===== src/rtl/stream_sync_filter_pkg.sv =====
// Shared types and constants for the sensor stream sync filter.
package stream_sync_filter_pkg;

  // Frame gating states.
  typedef enum logic [1:0] {
    ST_IDLE = 2'd0,
    ST_PASS = 2'd1,
    ST_DROP = 2'd2
  } filt_state_t;

  localparam int unsigned DROP_CNT_W = 16;

  // Width needed to count 0..depth inclusive.
  function automatic int unsigned run_cnt_width(input int unsigned depth);
    return $clog2(depth + 1);
  endfunction

endpackage


===== src/rtl/stream_sync_filter_sync_delay_line.sv =====
// Parametric shift register with enable; output is the oldest entry.
module sync_delay_line #(
  parameter int unsigned WIDTH = 8,
  parameter int unsigned DEPTH = 3
) (
  input  logic             clk,
  input  logic             rst,
  input  logic             en,
  input  logic [WIDTH-1:0] d,
  output logic [WIDTH-1:0] q
);

  logic [WIDTH-1:0] stage [DEPTH];

  // Shift one position per enabled sample; reset clears every stage.
  always_ff @(posedge clk or posedge rst) begin
    if (rst) begin
      for (int i = 0; i < DEPTH; i++) begin
        stage[i] <= '0;
      end
    end else if (en) begin
      stage[0] <= d;
      for (int i = 1; i < DEPTH; i++) begin
        stage[i] <= stage[i-1];
      end
    end
  end

  assign q = stage[DEPTH-1];

endmodule


===== src/rtl/stream_sync_filter.sv =====
// Sensor stream conditioner: delays fval/lval/data by FVAL_MIN_WIDTH samples,
// rejects frames whose fval is too short or that start while disabled, and
// counts every rejected frame.
module stream_sync_filter
  import stream_sync_filter_pkg::*;
#(
  parameter int unsigned SENSOR_DAT_WIDTH = 10,
  parameter int unsigned CHANNEL_NUM      = 4,
  parameter int unsigned FVAL_MIN_WIDTH   = 3,
  parameter string       DATA_MASK        = "TRUE"
) (
  input  logic                                 clk_pix,
  input  logic                                 reset_pix,
  input  logic                                 i_clk_en,
  input  logic                                 i_fval,
  input  logic                                 i_lval,
  input  logic [SENSOR_DAT_WIDTH*CHANNEL_NUM-1:0] iv_pix_data,
  input  logic                                 i_stream_enable,
  output logic                                 o_clk_en,
  output logic                                 o_fval,
  output logic                                 o_lval,
  output logic [SENSOR_DAT_WIDTH*CHANNEL_NUM-1:0] ov_pix_data,
  output logic                                 o_frame_active,
  output logic [DROP_CNT_W-1:0]                ov_drop_cnt
);

  localparam int unsigned DATA_W  = SENSOR_DAT_WIDTH * CHANNEL_NUM;
  localparam int unsigned DEPTH   = FVAL_MIN_WIDTH;
  localparam int unsigned CNT_W   = run_cnt_width(FVAL_MIN_WIDTH);
  localparam bit          MASK_EN = (DATA_MASK == "TRUE");
  localparam logic [CNT_W-1:0] CNT_FULL = CNT_W'(DEPTH);

  logic [DATA_W+1:0] tap;
  logic              tap_fval;
  logic              tap_lval;
  logic [DATA_W-1:0] tap_data;

  logic              in_low;
  logic              armed;
  logic [CNT_W-1:0]  run_cnt;

  filt_state_t       state;
  logic              qualify_c;
  logic              fwd_c;
  logic              drop_c;

  sync_delay_line #(
    .WIDTH (DATA_W + 2),
    .DEPTH (DEPTH)
  ) u_delay (
    .clk (clk_pix),
    .rst (reset_pix),
    .en  (i_clk_en),
    .d   ({i_fval, i_lval, iv_pix_data}),
    .q   (tap)
  );

  assign {tap_fval, tap_lval, tap_data} = tap;

  // Input fval run length since an observed rising edge; in_low starts clear
  // so a frame already in progress at reset release is never armed.
  always_ff @(posedge clk_pix or posedge reset_pix) begin
    if (reset_pix) begin
      in_low  <= 1'b0;
      armed   <= 1'b0;
      run_cnt <= '0;
    end else if (i_clk_en) begin
      if (!i_fval) begin
        in_low  <= 1'b1;
        armed   <= 1'b0;
        run_cnt <= '0;
      end else begin
        in_low <= 1'b0;
        if (in_low) begin
          armed   <= 1'b1;
          run_cnt <= CNT_W'(1);
        end else if (armed && (run_cnt != CNT_FULL)) begin
          run_cnt <= run_cnt + CNT_W'(1);
        end
      end
    end
  end

  // Forward/drop decision; in IDLE a high tap fval is always a fresh rise.
  always_comb begin
    qualify_c = armed && (run_cnt == CNT_FULL) && i_stream_enable;
    fwd_c     = 1'b0;
    drop_c    = 1'b0;
    case (state)
      ST_IDLE: begin
        fwd_c  = tap_fval && qualify_c;
        drop_c = tap_fval && !qualify_c;
      end
      ST_PASS: fwd_c = tap_fval;
      default: ;
    endcase
  end

  // Frame FSM, drop counter and output register, all advancing on enabled samples.
  always_ff @(posedge clk_pix or posedge reset_pix) begin
    if (reset_pix) begin
      state          <= ST_IDLE;
      o_clk_en       <= 1'b0;
      o_fval         <= 1'b0;
      o_lval         <= 1'b0;
      ov_pix_data    <= '0;
      o_frame_active <= 1'b0;
      ov_drop_cnt    <= '0;
    end else begin
      o_clk_en <= i_clk_en;
      if (i_clk_en) begin
        case (state)
          ST_IDLE: if (tap_fval) state <= fwd_c ? ST_PASS : ST_DROP;
          default: if (!tap_fval) state <= ST_IDLE;
        endcase
        if (drop_c) ov_drop_cnt <= ov_drop_cnt + DROP_CNT_W'(1);
        o_fval         <= fwd_c;
        o_lval         <= fwd_c && tap_lval;
        o_frame_active <= fwd_c;
        ov_pix_data    <= (!MASK_EN || (fwd_c && tap_lval)) ? tap_data : '0;
      end
    end
  end

endmodule


===== config.mk =====
export PLATFORM = sky130hd
export DESIGN_NAME = stream_sync_filter
export DESIGN_NICKNAME = d
export VERILOG_FILES = /design/src/rtl/stream_sync_filter_pkg.sv /design/src/rtl/stream_sync_filter_sync_delay_line.sv /design/src/rtl/stream_sync_filter.sv
export SDC_FILE = /design/constraint.sdc
export NUM_CORES = 1
export LEC_CHECK = 0
export ABC_AREA = 1
export CAP_MARGIN = 20
export CORE_AREA = 8 8 218 116
export CTS_CLUSTER_DIAMETER = 30
export DETAILED_ROUTE_END_ITERATION = 10
export DIE_AREA = 0 0 226 124
export SETUP_SLACK_MARGIN = 0.4
export SLEW_MARGIN = 0
export SYNTH_ARGS = -nofsm -noshare
export SYNTH_HDL_FRONTEND = slang
export SYNTH_SLANG_ARGS = --single-unit

===== constraint.sdc =====
create_clock -name clk_pix -period 6.6 [get_ports clk_pix]
set_input_delay 1.65 -clock clk_pix [delete_from_list [all_inputs] [get_ports clk_pix]]
set_output_delay 1.65 -clock clk_pix [all_outputs]
set_load 0.05 [all_outputs]

==> impl_results.rst <==
.. list-table::
   :header-rows: 1

   * - Metric
     - Value
   * - Status
     - finished, final reports clean
   * - Setup violators final
     - 0
   * - Worst hold-check path type
     - register to register
   * - Gate Count Post-Synth
     - 824
   * - Top cell family by delay on the critical path
     - buffers and inverters
   * - First-pass GRT wire length
     - ~27000 µm
   * - Final Hold Viols
     - 0
   * - Number of setup buffers added after CTS
     - 0
   * - Post-DRT Antenna Nets
     - 0
   * - Average via count per standard cell
     - around 4.3
   * - Number of standard cells in the layout, taps in and fillers out
     - 1228
   * - Total routing usage reported by global routing
     - 12.25%
   * - Number of ports placed on the die boundary
     - 106
   * - Cell row count
     - 39
   * - Number of antenna violations at the first check in global routing
     - 1
   * - Die Area
     - 0.02802 mm²
   * - Adder-cell share of the synthesized area
     - 0.3298%
   * - Hold-fix buffers, CTS
     - 0
   * - Worst-case headroom to the max-slew limit
     - 31.16%
   * - 1st-pass router iterations
     - 4
   * - Average wire length per cell after detail routing
     - 13.53 µm
   * - Clock Root Buffer
     - clkbuf_16
   * - Synth unique cells
     - 27
   * - Post-layout minimum cycle time
     - 3416 ps
   * - Number of vias after detailed routing
     - 5332
   * - Clock tree from TritonCTS
     - yes
   * - Diode count
     - 0
   * - Sequential element share of the synthesized area
     - between 60% and 70%
   * - Source-to-sink clock delay at the later pin of the worst-skew pair
     - 430 ps
   * - Total nets after synthesis
     - 872
   * - Reg clk slew, reported paths
     - ~70 ps
   * - Data arrival time of the critical path
     - roughly 3700 ps
   * - Placed insts
     - 1197
   * - Fmax
     - 292.7 MHz
   * - Library cell occupying the most area in the post-synthesis netlist
     - dfrtp_1
   * - Share of the synthesized netlist area taken by xor and xnor gates
     - 1.220%
   * - Number of warnings printed during yosys synthesis
     - 0
   * - Synthesized-area fraction occupied by ao, oa, aoi and oai cells
     - about 6.5%
   * - Aggregate global routing overflow
     - 0
   * - Maximum vdd drop
     - about 0.16 mV
   * - NumNets Final
     - 957
   * - Max Cap Viol
     - 0
   * - Worst-path fanout max
     - 118
   * - Static Leak
     - between 4 and 5 nW
   * - Final Total Pwr
     - ~0.0026 W
   * - Total CTS buffers
     - 17
   * - Kind of critical path
     - input port to register
   * - Fraction of final layout cells with drive strength greater than 1
     - between 4 and 5%
   * - Total of flip-flops plus latches after synthesis
     - approximately 190
   * - Largest net degree at the start of global routing
     - 163
   * - DRC violation count after routing
     - 0
   * - Critical Path Max Stage Delay
     - ~840 ps
   * - Overall die width
     - 226 µm
   * - Post-synth design cell area
     - 0.007587 mm²
   * - Iteration-0 DRC Markers
     - 443
   * - Accumulated negative setup slack
     - 0 ps
   * - Multiplexer share of the synthesized area
     - 0%
   * - Maximum count of clock buffers along a single path
     - 2
   * - Hold_ws
     - 472.1 ps
   * - Power Dens Cells
     - 277.0 mW/mm²
   * - Die H
     - 124 µm
   * - Sequence of cells on the critical path
     - buf_6 -> inv_4 -> buf_4 -> o21ai_0
   * - Top-area cell type share of the netlist area
     - 62.99%
   * - Synth-to-Final Area Change
     - 23.19%
   * - Share of the clock period used by the worst path after layout
     - 51.76%
   * - Overall routed net length
     - 16620 µm
   * - Final HPWL from detailed placement
     - between 10000 and 15000 µm
   * - Number of max-slew violations in the final report
     - 0
   * - Count of buffer and inverter cells on the critical path
     - 3
   * - Worst path required time
     - 6890 ps
   * - Cts repair resizes
     - 0
   * - Unrepaired setup endpoints after global routing
     - false
   * - Number of clock sinks seen by CTS
     - 191
   * - Routability congestion estimate from global placement
     - 0.7184
   * - Depth of the CTS H-tree
     - 4
   * - Per-instance average area after synthesis
     - a little over 9 µm²
   * - Dominant cells by area after synthesis
     - dfrtp_1 63%, nand2_1 16%, o21ai_0 6.1%
   * - Number of global-route vias before repair
     - 5152
   * - Starting Density
     - 34.17%
   * - Sort of element at the start of the critical path
     - input port
   * - Dominant combinational cell family by area after synthesis
     - simple AND/OR/NAND/NOR gates
   * - Category of the worst setup path capture point
     - register
   * - Slew at the pin closest to its max-slew limit
     - between 1000 and 1500 ps
   * - PortBufs
     - 105
   * - Simple-gate area share of the yosys netlist
     - 22.10%
   * - Core ar.
     - 0.02220 mm²
   * - Worst path slowest cell
     - inv_4
   * - Fill cell count
     - 2236
   * - Worst Skew
     - 11.74 ps
   * - Worst R2R Setup Slack
     - 4840 ps
## cell families after synthesis
logic type                 after synthesis
AOI/OAI and AO/OA                       97
xor gates and xnor gates                 8
adders and majority gates                2
buffers and inverters                  117
DFF                                    191
and+or+nand+nor                        409
## cell usage in the layout (no fill, tap or decap)
cell	n
nand2_1	326
dfrtp_1	191
clkdlybuf4s50_1	104
o21ai_0	93
inv_1	72
nand3_1	52
clkbuf_16	17
nor2_1	15
clkbuf_1	7
xor2_1	4
nand2_2	4
clkinvlp_4	4
nand3_2	3
xnor2_2	3
clkinv_2	3
nor2_4	2
nor3_1	2
nand4_1	2
ha_1	2
buf_12	2
buf_4	2
inv_4	1
nand2_4	1
a21oi_2	1
o211ai_1	1
a21oi_1	1
nand3_4	1
xnor2_1	1
nand3b_1	1
o21bai_1	1
clkbuf_8	1
buf_6	1
## layer usage
metal | share of wire (%) | track usage, % | wire (µm)
met5 | 0.090 | 0 | 15
met1 | 53 | 17.62 | 8833
met4 | 1.1 | 3.879 | 180
met2 | 42 | 17.38 | 6907
met3 | 4.1 | 3.832 | 681
## state kept, by name (all words and copies together), names as in the netlist, 2 cells and up
| name | cells |
|---|---|
| ov_drop_cnt | 16 |
| ov_pix_data | 40 |
| run_cnt | 2 |
| state | 2 |
| u_delay.q | 42 |
| u_delay.stage | 84 |
## path summary, 6_finish.rpt
| check | from | depth (start not counted) | end |
|---|---|---|---|
| worst min register to register | u_delay.q[29]$_DFFE_PP0P_ | 2 | u_delay.q[29]$_DFFE_PP0P_ |
| worst min-delay path | u_delay.q[29]$_DFFE_PP0P_ | 2 | u_delay.q[29]$_DFFE_PP0P_ |
| min in group asynchronous | reset_pix | 2 | u_delay.stage[119]$_DFFE_PP0P_ |
| max in group asynchronous | reset_pix | 3 | ov_pix_data[10]$_DFFE_PP0P_ |
| worst max register to register | run_cnt[0]$_DFFE_PP0P_ | 8 | ov_pix_data[20]$_DFFE_PP0P_ |
| worst max-delay path | i_clk_en | 4 | u_delay.stage[58]$_DFFE_PP0P_ |
## Yosys cell counts (all sizes together)
cell,instances
a21oi,2
o21ai,93
nand4,2
buf,33
o21bai,1
nand2,331
inv,74
o211ai,1
xor2,4
nand3b,1
ha,2
dfrtp,191
nand3,56
nor2,17
nor3,2
xnor2,4
clkbuf,10
## metrics by stage
step	setup slack [ps]	util (%)	cell area, µm²
after floorplan	2488	-	7591
after global placement	2748	39.74	8823
after detailed placement	2695	39.83	8843
after CTS	3166	42.10	9346
after global routing	2952	42.10	9346
final	3184	42.10	9346
## worst min-delay path, delay by kind of cell (launching register included)
family	cells	cell delay, ps
DFF	1	340
and+or+nand+nor	2	100
## area by class of cell
cell class | count | area, µm² | area share [%]
repair buffers | 109 | 1107 | 11.85
flip-flops and latches | 191 | 4780 | 51.14
multi-input cells | 516 | 2288 | 24.48
well taps | 307 | 384.1 | 4.110
clock inverters | 6 | 37.54 | 0.4016
inverters | 74 | 284.0 | 3.039
clock buffers | 25 | 465.4 | 4.980
## power breakdown
part / switching (W) / internal [W]
sequential: 0.0000647 / 0.00128
clock: 0.000433 / 0.000488
combinational: 0.000209 / 0.000116
total: 0.000707 / 0.00188
Note: power is estimated with default switching activity, not from simulation.
